File: src/rtl/framebuffer_swap_ctrl_pkg.sv
`default_nettype none
// ============================================================================
// Module      : framebuffer_swap_ctrl_pkg
// Description : Shared types and buffer geometry for the framebuffer
//               double-buffer swap controller.
// Revision    : 1.0 - initial release
// ============================================================================
package framebuffer_swap_ctrl_pkg;

    // Buffer geometry for the 160x120 buffer with 12-bit packed colour.
    localparam int BUF_160X120X12_ADDR_WIDTH  = 15;
    localparam int BUF_160X120X12_DEPTH       = 19200;
    localparam int BUF_160X120X12_COLOR_WIDTH = 12;

    // Swap controller state encoding.
    typedef logic [1:0] fb_swap_state_t;

    localparam fb_swap_state_t c_st_idle        = 2'd0;
    localparam fb_swap_state_t c_st_wait_vblank = 2'd1;
    localparam fb_swap_state_t c_st_swap        = 2'd2;
    localparam fb_swap_state_t c_st_clear       = 2'd3;

endpackage
`default_nettype wire

File: src/rtl/framebuffer_swap_ctrl.sv
`default_nettype none
// ============================================================================
// Module      : framebuffer_swap_ctrl
// Description : Double-buffer controller. Selects the scanned (front) bank,
//               commits renderer swap requests only during vertical blank and
//               routes every write to the back bank through one register
//               stage. Optional macro FB_AUTO_CLEAR_EN adds a CLEAR state
//               that sweeps the new back bank with clear_color after each
//               swap and after reset.
// Revision    : 1.0 - initial release
// ============================================================================
module framebuffer_swap_ctrl
    import framebuffer_swap_ctrl_pkg::*;
#(
    parameter int ADDR_WIDTH  = BUF_160X120X12_ADDR_WIDTH,
    parameter int DEPTH       = BUF_160X120X12_DEPTH,
    parameter int COLOR_WIDTH = BUF_160X120X12_COLOR_WIDTH
) (
    input  logic                   clk_pixel,
    input  logic                   rst_pixel,
    input  logic                   vblank,
    input  logic                   swap_req,
    output logic                   swap_ack,
    input  logic [COLOR_WIDTH-1:0] clear_color,
    input  logic                   render_we,
    input  logic [ADDR_WIDTH-1:0]  render_addr,
    input  logic [COLOR_WIDTH-1:0] render_data,
    output logic                   render_ready,
    output logic                   front_sel,
    output logic                   wr_en,
    output logic                   wr_bank,
    output logic [ADDR_WIDTH-1:0]  wr_addr,
    output logic [COLOR_WIDTH-1:0] wr_data,
    output logic                   busy
);

    localparam logic [ADDR_WIDTH-1:0] c_clr_last = ADDR_WIDTH'(DEPTH - 1);

`ifdef FB_AUTO_CLEAR_EN
    // After reset the initial back bank (bank 1) is swept before rendering.
    localparam fb_swap_state_t c_st_reset = c_st_clear;
`else
    localparam fb_swap_state_t c_st_reset = c_st_idle;
`endif

    fb_swap_state_t          r_state;
    fb_swap_state_t          w_state_nxt;
    logic                    r_front_sel;
    logic                    r_swap_ack;
    logic                    r_wr_en;
    logic                    r_wr_bank;
    logic [ADDR_WIDTH-1:0]   r_wr_addr;
    logic [COLOR_WIDTH-1:0]  r_wr_data;
    logic                    w_render_ready;
    logic                    w_clr_step;
    logic                    w_clr_done;
    logic [ADDR_WIDTH-1:0]   w_clr_addr;

`ifdef FB_AUTO_CLEAR_EN
    logic [ADDR_WIDTH-1:0]   r_clr_cnt;

    assign w_clr_step = (r_state == c_st_clear);
    assign w_clr_done = (r_clr_cnt == c_clr_last);
    assign w_clr_addr = r_clr_cnt;

    // Clear counter: steps once per CLEAR cycle, returns to 0 after the last word.
    always_ff @(posedge clk_pixel) begin
        if (rst_pixel) begin
            r_clr_cnt <= '0;
        end else if (w_clr_step) begin
            r_clr_cnt <= w_clr_done ? '0 : r_clr_cnt + 1'b1;
        end
    end
`else
    assign w_clr_step = 1'b0;
    assign w_clr_done = 1'b1;
    assign w_clr_addr = '0;

    // clear_color and the depth are meaningless without the clear sweep.
    logic w_unused_clear;
    assign w_unused_clear = ^{clear_color, c_clr_last};
`endif

    // Renderer may write while no swap is being committed or cleared.
    assign w_render_ready = (r_state == c_st_idle) || (r_state == c_st_wait_vblank);

    // Next-state logic; swap_req only matters in IDLE, vblank is a level.
    always_comb begin
        w_state_nxt = r_state;
        case (r_state)
            c_st_idle:        if (swap_req) w_state_nxt = c_st_wait_vblank;
            c_st_wait_vblank: if (vblank)   w_state_nxt = c_st_swap;
`ifdef FB_AUTO_CLEAR_EN
            c_st_swap:        w_state_nxt = c_st_clear;
`else
            c_st_swap:        w_state_nxt = c_st_idle;
`endif
            c_st_clear:       if (w_clr_done) w_state_nxt = c_st_idle;
            default:          w_state_nxt = c_st_idle;
        endcase
    end

    // State, front bank and swap acknowledge; front flips on entry to SWAP.
    always_ff @(posedge clk_pixel) begin
        if (rst_pixel) begin
            r_state     <= c_st_reset;
            r_front_sel <= 1'b0;
            r_swap_ack  <= 1'b0;
        end else begin
            r_state    <= w_state_nxt;
            r_swap_ack <= (w_state_nxt == c_st_swap);
            if (w_state_nxt == c_st_swap) begin
                r_front_sel <= ~r_front_sel;
            end
        end
    end

    // Registered write path; bank is the back bank as seen at issue time.
    always_ff @(posedge clk_pixel) begin
        if (rst_pixel) begin
            r_wr_en   <= 1'b0;
            r_wr_bank <= 1'b1;
            r_wr_addr <= '0;
            r_wr_data <= '0;
        end else if (w_clr_step) begin
            r_wr_en   <= 1'b1;
            r_wr_bank <= ~r_front_sel;
            r_wr_addr <= w_clr_addr;
            r_wr_data <= clear_color;
        end else if (render_we && w_render_ready) begin
            r_wr_en   <= 1'b1;
            r_wr_bank <= ~r_front_sel;
            r_wr_addr <= render_addr;
            r_wr_data <= render_data;
        end else begin
            r_wr_en   <= 1'b0;
        end
    end

    assign swap_ack     = r_swap_ack;
    assign render_ready = w_render_ready;
    assign front_sel    = r_front_sel;
    assign wr_en        = r_wr_en;
    assign wr_bank      = r_wr_bank;
    assign wr_addr      = r_wr_addr;
    assign wr_data      = r_wr_data;
    assign busy         = (r_state != c_st_idle);

endmodule
`default_nettype wire

File: config.mk
export PLATFORM = sky130hd
export DESIGN_NAME = framebuffer_swap_ctrl
export DESIGN_NICKNAME = d
export VERILOG_FILES = /design/src/rtl/framebuffer_swap_ctrl_pkg.sv /design/src/rtl/framebuffer_swap_ctrl.sv
export SDC_FILE = /design/constraint.sdc
export NUM_CORES = 1
export LEC_CHECK = 0
export BUFFER_PORTS_ARGS = -buffer_cell sky130_fd_sc_hd__buf_2
export CAP_MARGIN = 40
export CORE_MARGIN = 2
export CORE_UTILIZATION = 40
export DETAILED_ROUTE_END_ITERATION = 10
export MAX_ROUTING_LAYER = met4
export PLACE_DENSITY = 0.88
export SETUP_SLACK_MARGIN = 0.2
export SLEW_MARGIN = 0
export SYNTH_ARGS = -nofsm -noshare
export SYNTH_HDL_FRONTEND = slang
export SYNTH_SLANG_ARGS = --single-unit
File: constraint.sdc
create_clock -name clk_pixel -period 1.52 [get_ports clk_pixel]
set_clock_uncertainty 0.1 [all_clocks]
set_input_delay 0.228 -clock clk_pixel [delete_from_list [all_inputs] [get_ports clk_pixel]]
set_output_delay 0.228 -clock clk_pixel [all_outputs]
set_load 0.01 [all_outputs]
---- Yosys cells after proc, flatten, opt, wreduce, memory -nomap -nowiden ----
Cells that the tools add are included.
word-level totals
  flip-flop bits (word level) ............. 33
operators by class
  mux-type cells .......................... 4
  reduce and logical (&&, ||, !) cells .... 5
  bitwise logic cells ..................... 1
  equality and inequality tests ........... 4
operators by type and width
  kind                                                                   count
  2-bit equality test, second input constant                             3
  2-bit case mux with 3 select lines                                     1
  2-bit two-way mux                                                      2
  2-bit by 1-bit equality test with 1-bit output, second input constant  1
  2-bit zero test                                                        1
  2-bit nonzero test                                                     1
  2-bit OR reduction                                                     1
  1-bit logical AND                                                      1
  1-bit logical OR                                                       1
  1-bit two-way mux                                                      1
  1-bit inverter                                                         1

---- Depth between registers and ports, before layout ----
Gate-level depths: netlist of run 1.
  depth after elaboration ................. 4
  gate-level depth with buffers ........... 6
  mapped depth without buffers ............ 3

---- Least setup slack after synthesis of run 1 ----
Ideal clock, no wire load.
  kind .................................... flip-flop to flip-flop
  from .................................... reg r_state[1]
  to ...................................... reg r_wr_bank (netlist: wr_bank)
  library setup time ...................... 120 ps
  cell stages (with the launch flop) ...... 5
  data arrival time ....................... 936 ps
  period minus slack after synthesis ...... 1156 ps
  path slack .............................. 364 ps
  data required time ...................... 1300 ps
  cell sequence ........................... dfxtp_1 -> buf_6 -> nand2b_4 -> buf_6 -> a211o_1
between the ends
  longest elaborated chain between the ends .. 3
ends and longest elaborated chain
  item                                                                                      RTL line                      RTL
  start: declaration                                                                        framebuffer_swap_ctrl.sv:46   fb_swap_state_t r_state;
  start signal: assignment                                                                  framebuffer_swap_ctrl.sv:106  r_state <= c_st_reset;
  start signal: assignment                                                                  framebuffer_swap_ctrl.sv:110  r_state <= w_state_nxt;
  2-bit by 1-bit equality test with 1-bit output / 2-bit zero test (equally long branches)  framebuffer_swap_ctrl.sv:85   assign w_render_ready = (r_state == c_st_idle) || (r_state == c_st_wait_vblank);
  1-bit logical OR (*)                                                                      framebuffer_swap_ctrl.sv:85
  1-bit logical AND (*)                                                                     framebuffer_swap_ctrl.sv:130  end else if (render_we && w_render_ready) begin
  end signal: assignment                                                                    framebuffer_swap_ctrl.sv:127  r_wr_bank <= ~r_front_sel;
  end signal: assignment                                                                    framebuffer_swap_ctrl.sv:132  r_wr_bank <= ~r_front_sel;
  end: declaration                                                                          framebuffer_swap_ctrl.sv:51   logic r_wr_bank;
Mark *: on every way between the ends. The rest lies on a longest branch, timed or not.
A chain may end at the register's enable or synchronous reset.

---- Final worst setup path of run 1 ----
  from .................................... reg r_state[1]
  to ...................................... out busy
between the ends
  longest elaborated chain between the ends .. 1
ends and longest elaborated chain
  item                RTL line                      RTL
  2-bit nonzero test  framebuffer_swap_ctrl.sv:147  assign busy = (r_state != c_st_idle);
  end: declaration    framebuffer_swap_ctrl.sv:34   output logic busy
No other way between the ends.

==> out/results.ini, run 1 <==
[global_routing]
antenna_found_initial=0
grt_max_degree=34
track_usage_pct=15.6
grtUsageMet1_pct=16.0
use_met2_pct=26.5
grt.overflow.total=0
grt_pass1_vias=998
use_met3_pct=5.36
grt_pass1_wl_um=3880
top_usage_layer=met2

[placed_design]
place_inst=229
dp_hpwl_um=1710
dpl_worst_slack_ns=0.275
port_buffers=64
placed_cell_area_um2=1500
gp_congestion=0.658

[pwr]
pwr-share-clk_pct=26.0
p_leak_nw=0.895
swShare_pct=25.6
pwr-share-seq_pct=56.2
p_comb_share_pct=17.7
p_per_area_nw_per_um2=945
p_total_mw=1.67
internal-power_mw=1.25
peakVddDrop_mv=0.715
power_switching_mw=0.428

[synthesis]
synth_compound_area_share_pct=13.1
syn_nets=185
synthMuxAreaShare_pct=0.853
ys_seq_area_share_pct=56.3
netlist_area_um2=1170
synth-simple-area-share_pct=22.5
synth_top_family_by_area=simple AND/OR/NAND/NOR gates
yosysWarnings=0
synth-seq-cells=33
synth_xor_area_share_pct=0
syn_avg_cell_area_um2=8.32
synth_fa_ha_area_share_pct=0
synthDistinctLibCells=17
synthCells=141

[die]
die_w_um=58.2
core-area_um2=2780
io_pins=77
dieArea_um2=3380
placementRows=19
initial_core_util_pct=42.2
die_y_um=58.2

[sta]
max_clock_freq_mhz=697
relSlewSlack_pct=56.5
finalSetupViolations=0
period_share_pct=94.4
setup_tns_ns=0
worstMarginPinSlew_ns=0.652
drv_slew=0
period_minus_slack_ns=1.43
setup_slack_ns=0.0857
rsz0062_at_grt=yes
finalHoldViolations=0

[worst_setup_path]
required_ns=1.19
path_class=flop to primary output
cp_data_arrival_time_ns=1.11
crit_fanout=3
cp-start-kind=flop
end_kind=primary output

[finish]
syn2layout_area_growth_pct=51.1
antenna_cells=0
drive_gt1_share_pct=47.2
finalNonFillerCells=245
fin_area_um2=1770
final_nets=257
fill_cells=245

[drt]
drt-vias-per-instance=4.66
drt_iter0_markers=23
first_pass_iters=4
wl_per_cell_um=10.8
routed_wl_um=2650
via_count=1141
ant_nets=0
route.detailed.drc=0

[cts]
htreeDepth=2
holdBufCountCts=0
clock_sinks=33
clk_latency_ns=0.31
path_clk_slew_ns=0.09
cts-root-buf=clkbuf_4
clock_path_buffers=2
numCtsBuffers=5
cts_tree=done

[run]
cap_violations=0

[status]
status=complete, no violations

[hold_path]
worst_hold_path_type=primary input to flop

## cell families after synthesis
group,Yosys count
AND/OR/NAND/NOR,64
flip-flops,33
AO/OA/AOI/OAI,30
buffers and inverters,13
multiplexers,1
## flip-flops by register name, indices dropped and copies added, names as in the netlist
| name | count |
|---|---|
| front_sel | 1 |
| swap_ack | 1 |
| wr_en | 1 |
| r_state | 2 |
| wr_addr | 15 |
| wr_bank | 1 |
| wr_data | 12 |
## cell type report
class / instances / area [um2] / share of cell area [%]
clock buffers: 8 / 48.8 / 2.75
inverters: 2 / 7.51 / 0.423
multi-input cells: 95 / 526 / 29.6
flip-flops and latches: 33 / 664 / 37.5
well taps: 31 / 38.8 / 2.19
repair buffers: 76 / 488 / 27.5
## critical path, cell delays in order (launching register included)
cell	delay [ns]
dfxtp_4	0.35
buf_6	0.11
or2_4	0.22
buf_6	0.12
## power groups by stage
stage | clock network [mW] | registers [mW] | logic (mW)
floorplan | 0 | 0.980 | 0.110
global placement | 0 | 0.956 | 0.229
detailed placement | 0 | 0.958 | 0.234
CTS | 0.461 | 0.936 | 0.242
global route | 0.506 | 0.948 | 0.327
finish | 0.436 | 0.942 | 0.297
## cells in the mapped netlist (all sizes together)
master / count / area [um2]
or2: 1 / 6.26
dfxtp: 33 / 661
nand2b: 1 / 13.8
mux2i: 1 / 10.0
a21oi: 28 / 140
o21ai: 1 / 5.00
buf: 7 / 62.6
clkbuf: 4 / 15.0
nor2b: 1 / 8.76
a211o: 1 / 8.76
inv: 2 / 7.51
nor3: 3 / 15.0
or3: 1 / 6.26
nand2: 55 / 206
nor2: 2 / 7.51
## placed cells by master, fill, tap and decap left out, drive strengths merged
| master | instances |
|---|---|
| a211o | 1 |
| a21oi | 28 |
| buf | 74 |
| clkbuf | 10 |
| dfxtp | 33 |
| inv | 2 |
| mux2i | 1 |
| nand2 | 55 |
| nand2b | 1 |
| nor2 | 2 |
| nor2b | 1 |
| nor3 | 3 |
| o21ai | 1 |
| or2 | 1 |
| or3 | 1 |
## per-layer routing
layer | up-vias | wire [um]
li1 | 592 | -
met1 | 502 | 1160
met2 | 45 | 1280
met3 | 2 | 188
met4 | 0 | 17
met5 | - | 0
## worst paths after layout
path,slack [ns],depth (start not counted),startpoint,endpoint
max,0.09,3,r_state[1],busy
max reg2reg,0.16,6,r_state[1],wr_addr[12]
min reg2reg,0.35,2,wr_addr[13],wr_addr[13]
min,0.04,3,render_addr[13],wr_addr[13]
## stage by stage
step	utilization, %	hold slack, ns
CTS	56.5	0.0201
global route	63.7	0.0165
floorplan	-	0.264
finish	63.7	0.0361
global placement	53.8	0.339
detailed placement	53.8	0.343
## what timing repair did
action / CTS / global route
pin swaps: 1 / 3
endpoints found under the setup margin: 1 / 10
setup buffers: 1 / 4
cloned: 0 / 3
resized for setup: 5 / 29
hold endpoints to repair: 0 / 0
Note: power is estimated with default switching activity, not from simulation.
==> inputs of run 2 (changes only) <==
- CORE_ASPECT_RATIO: default -> 0.8
==> out/results.ini, run 2 (synthesis gave the netlist of run 1 again) <==
[global_routing]
grt.overflow.total=0  ; unchanged
track_usage_pct=17.6  ; +2.0 points
antenna_found_initial=0  ; unchanged
grt_pass1_wl_um=4300  ; +11%
grt_max_degree=34  ; unchanged
grt_pass1_vias=1034  ; +3.6%

[worst_setup_path]
cp_top_family=flip-flops
cp.buffers_inverters=1  ; -1
end_kind=primary output
required_ns=1.19  ; about the same
cp-start-kind=flop
slowest_delay_ns=0.36  ; about the same
rrSetupSlack_ns=0.31  ; +0.15 ns
path_class=flop to primary output
path_cells=or2_4 > buf_6
cp_data_arrival_time_ns=0.99  ; -0.12 ns
crit_fanout=3  ; unchanged
cp_slowest_cell=dfxtp_4

[drt]
first_pass_iters=5  ; +1
wl_per_cell_um=10.5  ; -2.4%
route.detailed.drc=0  ; unchanged
via_count=1123  ; -1.6%
drt_iter0_markers=36  ; +57%
ant_nets=0  ; unchanged
routed_wl_um=2640  ; -0.38%
drt-vias-per-instance=4.49  ; -3.5%

[die]
die_w_um=64.6  ; +11%
initial_core_util_pct=42.1  ; -0.076 points
die_y_um=52.5  ; -9.8%
placementRows=17  ; -2
io_pins=77  ; unchanged
dieArea_um2=3390  ; about the same
core-area_um2=2790  ; +0.18%

[cts]
path_clk_slew_ns=0.06  ; -0.03 ns
numCtsBuffers=5  ; unchanged
cts-root-buf=clkbuf_8
clock_path_buffers=2  ; unchanged
clock_sinks=33  ; unchanged
cts_tree=done
clk_latency_ns=0.28  ; -0.03 ns
htreeDepth=2  ; unchanged

[sta]
finalHoldViolations=0  ; unchanged
drv_slew=0  ; unchanged
worstMarginPinSlew_ns=0.566  ; -0.0862 ns
max_clock_freq_mhz=758  ; +8.8%
relSlewSlack_pct=62.3  ; +5.7 points
hold_ws_ns=0.0803  ; +0.0442 ns
period_share_pct=86.7  ; -7.6 points
setup_tns_ns=0  ; unchanged
finalSetupViolations=0  ; unchanged
rsz0062_at_grt=yes
period_minus_slack_ns=1.32  ; -0.116 ns
setup_slack_ns=0.202  ; +0.116 ns

[finish]
syn2layout_area_growth_pct=42.3
antenna_cells=0  ; unchanged
final_common_cell=buf_2
final_nets=255  ; -0.78%
largest_register_ffs=15  ; unchanged
fin_area_um2=1670  ; -5.8%
drive_gt1_share_pct=41.0  ; -6.2 points
layout_common_cells=63 x buf_2, 55 x nand2_1, 31 x dfxtp_1, 28 x a21oi_1, 8 x buf_4

[pwr]
p_leak_nw=0.824  ; -8.0%
p_per_area_nw_per_um2=1130  ; +20%
peakVddDrop_mv=0.687  ; -3.9%

[placed_design]
port_buffers=64  ; unchanged
placed_cell_area_um2=1490  ; -0.75%
gp_congestion=0.654  ; -0.67%
dpl_worst_slack_ns=0.129  ; -0.146 ns
dp_hpwl_um=1780  ; +4.2%

[run]
cap_violations=0  ; unchanged

[status]
status=complete, no violations

[hold_path]
worst_hold_path_type=primary input to flop

-- run 2: what timing repair did --
action | CTS | global route
hold buffers | 0 | 0
setup endpoints to repair | 14 | 13
setup buffers | 2 | 5
resized for setup | 5 | 1
pin swaps | 1 | 0
-- run 2: tightest hold or removal path, cell delays in order --
cell	delay, ns
buf_2	0.09
nand2_1	0.04
a21oi_1	0.05
-- run 2: path summary, 6_finish.rpt --
kind / startpoint / endpoint / cells past startpoint
setup / recovery: r_state[1] / busy / 2
hold / removal: render_data[6] / wr_data[6] / 3
setup reg to reg: r_state[1] / wr_data[3] / 5
hold reg to reg: wr_data[6] / wr_data[6] / 2
-- run 2: metal layers --
metal | global-route usage, % | share of wire, % | vias to the layer above | routed length, um
met2 | 30.0 | 48 | 46 | 1250
li1 | - | - | 591 | -
met4 | 6.38 | 1.1 | 0 | 29
met3 | 7.10 | 7.9 | 6 | 208
met1 | 18.9 | 43 | 480 | 1140
met5 | - | 0 | - | 0
-- run 2: layout make-up --
type	count	area, um2
fill	278	1120
sequential	33	666
multi-input combinational	95	430
timing repair buffer	74	418
clock buffer	7	96.3
tap	38	47.5
inverter	2	7.51
clock inverter	1	5.00
-- run 2: report_power, final --
group	internal [mW]	leakage, nW	switching [mW]
Clock	0.408	0.0542	0.291
Combinational	0.121	0.496	0.130
Sequential	0.915	0.273	0.0233
-- run 2: per-stage QoR --
step           util (%)  std cells  total power [mW]
2_1_floorplan         -        141              1.09
3_3_place_gp       53.3        235              1.18
3_5_place_dp       53.3        235              1.19
4_1_cts            58.6        245              1.90
5_1_grt            59.9        250              1.99
6_report           59.9        250              1.89
